### config.mk
export PLATFORM = sky130hd
export DESIGN_NAME = mips_bus_arbiter_flat
export DESIGN_NICKNAME = d
export VERILOG_FILES = /design/src/rtl/mips_bus_arbiter_if.sv /design/src/rtl/mips_bus_arbiter.sv /design/src/flat_wrapper.sv
export SDC_FILE = /design/constraint.sdc
export NUM_CORES = 1
export LEC_CHECK = 0
export ABC_CLOCK_PERIOD_IN_PS = 2300
export CORE_AREA = 2 2 120 122
export CTS_BUF_LIST = sky130_fd_sc_hd__clkbuf_8
export DETAILED_ROUTE_END_ITERATION = 7
export DIE_AREA = 0 0 122 124
export SETUP_SLACK_MARGIN = 0.2
export SYNTH_ARGS = -nofsm -noshare
export SYNTH_HDL_FRONTEND = slang
export SYNTH_SLANG_ARGS = --single-unit
### constraint.sdc
create_clock -name clk -period 2.3 [get_ports clk]
set_input_delay 0.345 -clock clk [delete_from_list [all_inputs] [get_ports clk]]
set_output_delay 0.345 -clock clk [all_outputs]
set_load 0.02 [all_outputs]
### src/rtl/mips_bus_arbiter_if.sv
// Avalon-MM bus bundle for the arbiter: one instance per CPU master port and
// one for the shared memory slave port.
interface mips_bus_arbiter_if;
    logic [31:0] address;
    logic        read;
    logic        write;
    logic [31:0] writedata;
    logic [3:0]  byteenable;
    logic        waitrequest;
    logic [31:0] readdata;

    modport master (
        output address, read, write, writedata, byteenable,
        input  waitrequest, readdata
    );

    modport slave (
        input  address, read, write, writedata, byteenable,
        output waitrequest, readdata
    );
endinterface

### src/rtl/mips_bus_arbiter.sv
// Two-master Avalon-MM arbiter (M0 fetch, M1 load/store) with zero added latency,
// ownership lock across wait states and bounded fetch starvation.
// Optional transfer/stall counters are enabled with ARB_PERF_COUNT_EN.
module mips_bus_arbiter #(
    parameter int STARVE_LIMIT = 4
) (
    input  logic                clk,
    input  logic                reset,
    mips_bus_arbiter_if.slave   m0,
    mips_bus_arbiter_if.slave   m1,
    mips_bus_arbiter_if.master  s,
`ifdef ARB_PERF_COUNT_EN
    output logic [31:0]         perf_m0_grants,
    output logic [31:0]         perf_m1_grants,
    output logic [31:0]         perf_m0_stall,
`endif
    output logic [1:0]          grant
);

    localparam int CNT_W = $clog2(STARVE_LIMIT + 1);
    localparam logic [CNT_W-1:0] LIMIT = CNT_W'(STARVE_LIMIT);

    typedef enum logic [1:0] {
        IDLE,
        LOCK_M0,
        LOCK_M1
    } owner_t;

    owner_t           owner_q, owner_d;
    logic [CNT_W-1:0] starve_cnt_q, starve_cnt_d;
    logic             m0_req, m1_req;
    logic             gnt0, gnt1;
    logic             m0_done, m1_done;

    assign m0_req = m0.read | m0.write;
    assign m1_req = m1.read | m1.write;

    always_comb begin
        owner_d = owner_q;
        gnt0    = 1'b0;
        gnt1    = 1'b0;
        case (owner_q)
            IDLE: begin
                // M1 wins ties unless fetch has been starved for STARVE_LIMIT transfers
                if (m0_req && (!m1_req || starve_cnt_q == LIMIT)) begin
                    gnt0 = 1'b1;
                end else if (m1_req) begin
                    gnt1 = 1'b1;
                end
                if (gnt0 && s.waitrequest) begin
                    owner_d = LOCK_M0;
                end else if (gnt1 && s.waitrequest) begin
                    owner_d = LOCK_M1;
                end
            end
            LOCK_M0: begin
                if (!m0_req) begin
                    owner_d = IDLE;
                end else begin
                    gnt0 = 1'b1;
                    if (!s.waitrequest) owner_d = IDLE;
                end
            end
            LOCK_M1: begin
                if (!m1_req) begin
                    owner_d = IDLE;
                end else begin
                    gnt1 = 1'b1;
                    if (!s.waitrequest) owner_d = IDLE;
                end
            end
            default: owner_d = IDLE;
        endcase
        // The state flops reset asynchronously, but the IDLE pick is combinational
        if (!reset) begin
            gnt0 = 1'b0;
            gnt1 = 1'b0;
        end
    end

    assign m0_done = gnt0 & ~s.waitrequest;
    assign m1_done = gnt1 & ~s.waitrequest;

    always_comb begin
        starve_cnt_d = starve_cnt_q;
        if (!m0_req || m0_done) begin
            starve_cnt_d = '0;
        end else if (m1_done && starve_cnt_q != LIMIT) begin
            starve_cnt_d = starve_cnt_q + 1'b1;
        end
    end

    always_ff @(posedge clk or negedge reset) begin
        if (!reset) begin
            owner_q      <= IDLE;
            starve_cnt_q <= '0;
        end else begin
            owner_q      <= owner_d;
            starve_cnt_q <= starve_cnt_d;
        end
    end

    always_comb begin
        s.address    = 32'h0;
        s.read       = 1'b0;
        s.write      = 1'b0;
        s.writedata  = 32'h0;
        s.byteenable = 4'h0;
        if (gnt0) begin
            s.address    = m0.address;
            s.read       = m0.read;
            s.write      = m0.write;
            s.writedata  = m0.writedata;
            s.byteenable = m0.byteenable;
        end else if (gnt1) begin
            s.address    = m1.address;
            s.read       = m1.read;
            s.write      = m1.write;
            s.writedata  = m1.writedata;
            s.byteenable = m1.byteenable;
        end
    end

    assign m0.waitrequest = gnt0 ? s.waitrequest : 1'b1;
    assign m1.waitrequest = gnt1 ? s.waitrequest : 1'b1;
    assign m0.readdata    = s.readdata;
    assign m1.readdata    = s.readdata;
    assign grant          = {gnt1, gnt0};

`ifdef ARB_PERF_COUNT_EN
    logic [31:0] perf_m0_grants_q, perf_m0_grants_d;
    logic [31:0] perf_m1_grants_q, perf_m1_grants_d;
    logic [31:0] perf_m0_stall_q,  perf_m0_stall_d;

    // Counters wrap naturally at 32 bits
    always_comb begin
        perf_m0_grants_d = perf_m0_grants_q + {31'h0, m0_done};
        perf_m1_grants_d = perf_m1_grants_q + {31'h0, m1_done};
        perf_m0_stall_d  = perf_m0_stall_q + {31'h0, (m0_req & ~gnt0)};
    end

    always_ff @(posedge clk or negedge reset) begin
        if (!reset) begin
            perf_m0_grants_q <= 32'h0;
            perf_m1_grants_q <= 32'h0;
            perf_m0_stall_q  <= 32'h0;
        end else begin
            perf_m0_grants_q <= perf_m0_grants_d;
            perf_m1_grants_q <= perf_m1_grants_d;
            perf_m0_stall_q  <= perf_m0_stall_d;
        end
    end

    assign perf_m0_grants = perf_m0_grants_q;
    assign perf_m1_grants = perf_m1_grants_q;
    assign perf_m0_stall  = perf_m0_stall_q;
`endif

endmodule

### src/flat_wrapper.sv
// flat-port wrapper written by rule: the top's interface ports become plain ports
module mips_bus_arbiter_flat 
#(
    parameter int STARVE_LIMIT = 4
)
  (clk, reset, grant, m0_address, m0_read, m0_write, m0_writedata, m0_byteenable, m0_waitrequest, m0_readdata, m1_address, m1_read, m1_write, m1_writedata, m1_byteenable, m1_waitrequest, m1_readdata, s_address, s_read, s_write, s_writedata, s_byteenable, s_waitrequest, s_readdata);
  mips_bus_arbiter_if m0_i ();
  mips_bus_arbiter_if m1_i ();
  mips_bus_arbiter_if s_i ();
  input  logic clk;
  input  logic reset;
  output logic [1:0] grant;
  input wire logic [$bits(m0_i.address)-1:0] m0_address;
  input wire logic [$bits(m0_i.read)-1:0] m0_read;
  input wire logic [$bits(m0_i.write)-1:0] m0_write;
  input wire logic [$bits(m0_i.writedata)-1:0] m0_writedata;
  input wire logic [$bits(m0_i.byteenable)-1:0] m0_byteenable;
  output wire logic [$bits(m0_i.waitrequest)-1:0] m0_waitrequest;
  output wire logic [$bits(m0_i.readdata)-1:0] m0_readdata;
  input wire logic [$bits(m1_i.address)-1:0] m1_address;
  input wire logic [$bits(m1_i.read)-1:0] m1_read;
  input wire logic [$bits(m1_i.write)-1:0] m1_write;
  input wire logic [$bits(m1_i.writedata)-1:0] m1_writedata;
  input wire logic [$bits(m1_i.byteenable)-1:0] m1_byteenable;
  output wire logic [$bits(m1_i.waitrequest)-1:0] m1_waitrequest;
  output wire logic [$bits(m1_i.readdata)-1:0] m1_readdata;
  output wire logic [$bits(s_i.address)-1:0] s_address;
  output wire logic [$bits(s_i.read)-1:0] s_read;
  output wire logic [$bits(s_i.write)-1:0] s_write;
  output wire logic [$bits(s_i.writedata)-1:0] s_writedata;
  output wire logic [$bits(s_i.byteenable)-1:0] s_byteenable;
  input wire logic [$bits(s_i.waitrequest)-1:0] s_waitrequest;
  input wire logic [$bits(s_i.readdata)-1:0] s_readdata;
  assign m0_i.address = m0_address;
  assign m0_i.read = m0_read;
  assign m0_i.write = m0_write;
  assign m0_i.writedata = m0_writedata;
  assign m0_i.byteenable = m0_byteenable;
  assign m0_waitrequest = m0_i.waitrequest;
  assign m0_readdata = m0_i.readdata;
  assign m1_i.address = m1_address;
  assign m1_i.read = m1_read;
  assign m1_i.write = m1_write;
  assign m1_i.writedata = m1_writedata;
  assign m1_i.byteenable = m1_byteenable;
  assign m1_waitrequest = m1_i.waitrequest;
  assign m1_readdata = m1_i.readdata;
  assign s_address = s_i.address;
  assign s_read = s_i.read;
  assign s_write = s_i.write;
  assign s_writedata = s_i.writedata;
  assign s_byteenable = s_i.byteenable;
  assign s_i.waitrequest = s_waitrequest;
  assign s_i.readdata = s_readdata;
  mips_bus_arbiter #(.STARVE_LIMIT(STARVE_LIMIT)) u_core (.clk(clk), .reset(reset), .m0(m0_i), .m1(m1_i), .s(s_i), .grant(grant));
endmodule
# Word-level counts from Yosys, hierarchy flattened
# Cells that the tools add are included.
[totals] reg_bits=5 in_bits=175 output_inout_bits=138 elab_cells=53
[classes] addsub=1 n_eq_ne=5 n_mux=30 bitwise_logic=5 n_reduce_logical=10
[op_table] op="2-to-1 mux 32 bit" count=4
[op_table] op="2-to-1 mux 1 bit" count=14
[op_table] op="2-to-1 mux 2 bit" count=5
[op_table] op="2-to-1 mux 4 bit" count=2
[op_table] op="2-to-1 mux 3 bit" count=2
[op_table] op="case mux 2 bit (3 select lines)" count=1
[op_table] op="logical AND 1 bit" count=4
[op_table] op="case mux 1 bit (2 select lines)" count=2
[op_table] op="adder 3 x 1 -> 3 bit (second input constant)" count=1
[op_table] op="equality test 3 bit (second input constant)" count=1
[op_table] op="inequality test 3 x 1 -> 1 bit (second input constant)" count=1
[op_table] op="inequality test 3 bit (second input constant)" count=1
[op_table] op="AND 1 bit" count=2
[op_table] op="equality test 2 x 1 -> 1 bit (second input constant)" count=1
[op_table] op="equality test 2 bit (second input constant)" count=1
[op_table] op="logical NOT 1 bit" count=2
[op_table] op="logical NOT 2 bit" count=1
[op_table] op="logical OR 1 bit" count=2
[op_table] op="bitwise OR 1 bit" count=2
[op_table] op="nonzero test 2 bit" count=1
[op_table] op="NOT 1 bit" count=1

# Logic depth before layout (Yosys ltp)
[depth] word_depth=12 mapped_depth=7 depth_no_buf=5

# Worst setup path before layout
# No wires, ideal clock.
[synth_path] path_type="register to output" startpoint="register u_core.starve_cnt_q[0]" endpoint="output s_address[0]" arrival_ps=1799 required_ps=1955 path_slack_ps=156 path_stages_with_launch=7 n_path_buf=1 path_cell_list="dfrtp_1 > inv_1 > ha_1 > nand2_4 > a2111oi_4 > buf_6 > a22o_1"
[synth_between] elab_chain_len=9
[synth_lines] element="from (decl)" line_no="mips_bus_arbiter.sv:30" source="logic [CNT_W-1:0] starve_cnt_q, starve_cnt_d;"
[synth_lines] element="from (signal assigned)" line_no="mips_bus_arbiter.sv:99" source="starve_cnt_q <= starve_cnt_d;"
[synth_lines] element="equality test 3 bit *" line_no="mips_bus_arbiter.sv:45" source="if (m0_req && (!m1_req || starve_cnt_q == LIMIT)) begin"
[synth_lines] element="logical OR 1 bit *" line_no="mips_bus_arbiter.sv:45"
[synth_lines] element="logical AND 1 bit *" line_no="mips_bus_arbiter.sv:45"
[synth_lines] element="2-to-1 mux 1 bit" line_no="mips_bus_arbiter.sv:45"
[synth_lines] element="2-to-1 mux 1 bit" line_no="mips_bus_arbiter.sv:42" source="case (owner_q)"
[synth_lines] element="case mux 1 bit (2 select lines)" line_no="mips_bus_arbiter.sv:42"
[synth_lines] element="2-to-1 mux 1 bit" line_no="mips_bus_arbiter.sv:75" source="if (!reset) begin"
[synth_lines] element="2-to-1 mux 32 bit" line_no="mips_bus_arbiter.sv:115" source="end else if (gnt1) begin"
[synth_lines] element="2-to-1 mux 32 bit *" line_no="mips_bus_arbiter.sv:109" source="if (gnt0) begin"
[synth_lines] element="to (decl)" line_no="flat_wrapper.sv:27" source="output wire logic [$bits(s_i.address)-1:0] s_address;"
# Mark *: on every way between the ends. The rest lies on a longest branch, timed or not. The select of a mux whose other input is x is not followed.

# Final worst setup path
[layout_path] startpoint="register u_core.starve_cnt_q[1]" endpoint="output s_writedata[23]"
[layout_between] elab_chain_len=9
[layout_lines] element="equality test 3 bit *" line_no="mips_bus_arbiter.sv:45"
[layout_lines] element="logical OR 1 bit *" line_no="mips_bus_arbiter.sv:45"
[layout_lines] element="logical AND 1 bit *" line_no="mips_bus_arbiter.sv:45"
[layout_lines] element="2-to-1 mux 1 bit" line_no="mips_bus_arbiter.sv:45"
[layout_lines] element="2-to-1 mux 1 bit" line_no="mips_bus_arbiter.sv:42"
[layout_lines] element="case mux 1 bit (2 select lines)" line_no="mips_bus_arbiter.sv:42"
[layout_lines] element="2-to-1 mux 1 bit" line_no="mips_bus_arbiter.sv:75"
[layout_lines] element="2-to-1 mux 32 bit" line_no="mips_bus_arbiter.sv:115"
[layout_lines] element="2-to-1 mux 32 bit *" line_no="mips_bus_arbiter.sv:109"
[layout_lines] element="to (decl)" line_no="flat_wrapper.sv:30" source="output wire logic [$bits(s_i.writedata)-1:0] s_writedata;"
# Marks and branches as above.

==> flow_summary.json <==
{
  "outcome": "finished, final reports clean",
  "drc": 0,
  "max_slew_margin_pct": 69.4,
  "vias": 2169,
  "cap_violations": 0,
  "power_density_nw_per_um2": 486,
  "dieArea_um2": 15100,
  "finalClockSkew_ps": 1.02,
  "grt_overflow": 0,
  "place_congestion": 0.770,
  "n_fill_cell": 1467,
  "fin_nets": 534,
  "p_leak_nw": 1.69,
  "stdcell_count": 536,
  "grt_pass1_wl_mm": 12.8,
  "crit_path_frequent_cell": "buf_6",
  "wl_per_cell_um": 18.5,
  "placed_cells_incl_taps": 514,
  "end_kind": "output pin",
  "cts_buffers": 3,
  "io_pins": 313,
  "startpoint_type": "flop",
  "fin_ws_ps": 16.4,
  "dp_slack_ps": -641,
  "fin_crit_sh_pct": 99.3,
  "crit_buf_inv": 5,
  "synth_nets": 362,
  "worstMarginPinSlew_ps": 448,
  "finalHoldViolCount": 0,
  "async_flop_share_pct": 100,
  "worstSkewPairLatency_ps": 220,
  "slowest_stage": "dfrtp_1",
  "critPathKind": "reg2out",
  "post_synth_num_cell_types": 24,
  "crit_arrival_ps": 1940,
  "drtAntennaViolNets": 0,
  "grt_usage_pct": 11.1,
  "grt_pass1_vias": 2243,
  "layout-drive-gt1-share_pct": 34.6,
  "initial_core_util_pct": 11.6,
  "crit_fanout": 6,
  "synthFlopType": "dfrtp_1",
  "antenna_cells": 0,
  "clk_path_buf_depth": 2,
  "crit_family": "buffers and inverters",
  "die_w_um": 122,
  "htreeDepth": 1,
  "min_path_type": "in2async",
  "grt_max_degree": 38,
  "min_period_ps": 2280,
  "critical_path.max_stage_delay_ps": 380,
  "cts_tree": "yes",
  "syn_inst": 185,
  "rsz0062_at_grt": "true",
  "drt_iter0_drc": 35,
  "avgSynthCellArea_um2": 8.61,
  "ys_seq_area_share_pct": 7.86,
  "die_h_um": 124,
  "fin_area_um2": 4060,
  "peakVddDrop_mv": 0.267,
  "cts-root-buf": "clkbuf_8",
  "path_cells": "inv_2, ha_4, nand2_4, a2111oi_4, buf_6, buf_12, buf_16, a22o_1, buf_6",
  "io_buffers": 216,
  "yosys_warnings": 0,
  "fp-row-count": 43,
  "syn2layout_area_growth_pct": 155,
  "avgViaCountPerCell": 4.05,
  "clock.fmax_mhz": 438,
  "clkSlewWorstSetupHoldPaths_ps": 30,
  "hpwl_mm": 7.05,
  "dpl_cell_area_um2": 3510,
  "final_max_slew_viol_count": 0,
  "synth_edf_count": 0,
  "synth_area_um2": 1590,
  "critPathRequiredTime_ps": 1960,
  "clock_sinks": 5,
  "dr.pass1.iters": 4,
  "setup_viol": 0,
  "antenna_found_initial": 0,
  "coreArea_um2": 13700,
  "ys_ff_latch": 5,
  "wirelength_mm": 9.92
}
synth_stat cells, types with 2 or more instances:
master | instances | area, um^2
nand2_1 | 2 | 7.51
a22o_2 | 2 | 20.0
a22o_1 | 68 | 596
o22ai_1 | 2 | 12.5
clkbuf_1 | 6 | 22.5
buf_4 | 66 | 495
ha_1 | 2 | 25.0
o21ai_0 | 4 | 20.0
dfrtp_1 | 5 | 125
inv_1 | 4 | 15.0
o311a_2 | 2 | 22.5
buf_6 | 10 | 113
metal layers:
| layer | global-route usage (%) | share of wire [%] |
|---|---|---|
| met1 | 12.5 | 37 |
| met4 | 1.72 | 0.97 |
| met3 | 2.66 | 8.9 |
| met5 | 0 | 0 |
| met2 | 21.6 | 53 |
final cells by class:
class / count / area, um^2 / area share (%)
Clock buffer: 3 / 41.3 / 1.02
Clock inverter: 1 / 3.75 / 0.0925
Inverter: 4 / 15.0 / 0.370
Multi-Input combinational cell: 94 / 870 / 21.4
Sequential cell: 5 / 125 / 3.08
Tap cell: 180 / 225 / 5.55
Timing Repair Buffer: 249 / 2780 / 68.5
layout by cell type (no fill, tap or decap), drive strengths merged, types with 3 or more instances in the layout:
master	synthesis	layout
inv	4	5
clkbuf	6	5
dlygate4sd2	0	4
buf	76	105
nand2	3	3
a22o	70	70
clkdlybuf4s50	0	138
o21ai	4	4
dfrtp	5	5
sequential cells by signal (all words and copies together) (netlist names):
signal and count:
u_core.owner_q 2, u_core.starve_cnt_q 3
where the power goes:
group	internal [mW]	leakage [nW]	switching (mW)
sequential	0.107	0.0667	0.0173
combinational	0.976	1.60	0.715
clock	0.114	0.0269	0.0444
total	1.20	1.69	0.776
worst paths after layout:
check,start,endpoint,slack (ps),cells past startpoint
hold / removal,reset,u_core.owner_q[1],440,2
setup reg to reg,u_core.starve_cnt_q[1],u_core.starve_cnt_q[1],810,6
max in group asynchronous,reset,u_core.owner_q[0],1730,2
min in group clk,u_core.starve_cnt_q[1],u_core.starve_cnt_q[1],620,2
hold reg to reg,u_core.starve_cnt_q[1],u_core.starve_cnt_q[1],620,2
setup / recovery,u_core.starve_cnt_q[1],s_writedata[23],20,9
logic make-up (layout without fill, tap and decap cells):
kind of cell	after synthesis	in the layout	share of synthesized area (%)
compound gates	84	84	46.7
flops	5	5	7.86
buf+inv	86	257	40.5
fa+ha+maj	2	2	1.57
simple gates	8	8	3.30
metrics by stage:
step	total power [mW]	setup TNS [ps]	hold WS, ps	utilization (%)
final	1.97	0	438	29.6
after global routing	2.08	-5330	465	29.6
after CTS	1.96	-181	436	29.2
after detailed placement	1.50	-42140	588	25.6
after global placement	1.49	-41090	561	25.6
after floorplan	0.941	0	49.4	-
what timing repair did:
action,4_1_cts,5_1_grt
pin swaps,10,12
endpoints found under the setup margin,74,74
hold buffers,0,0
buffers inserted,8,0
cloned,8,2
gates resized for setup,449,3
Note: power is estimated with default switching activity, not from simulation.
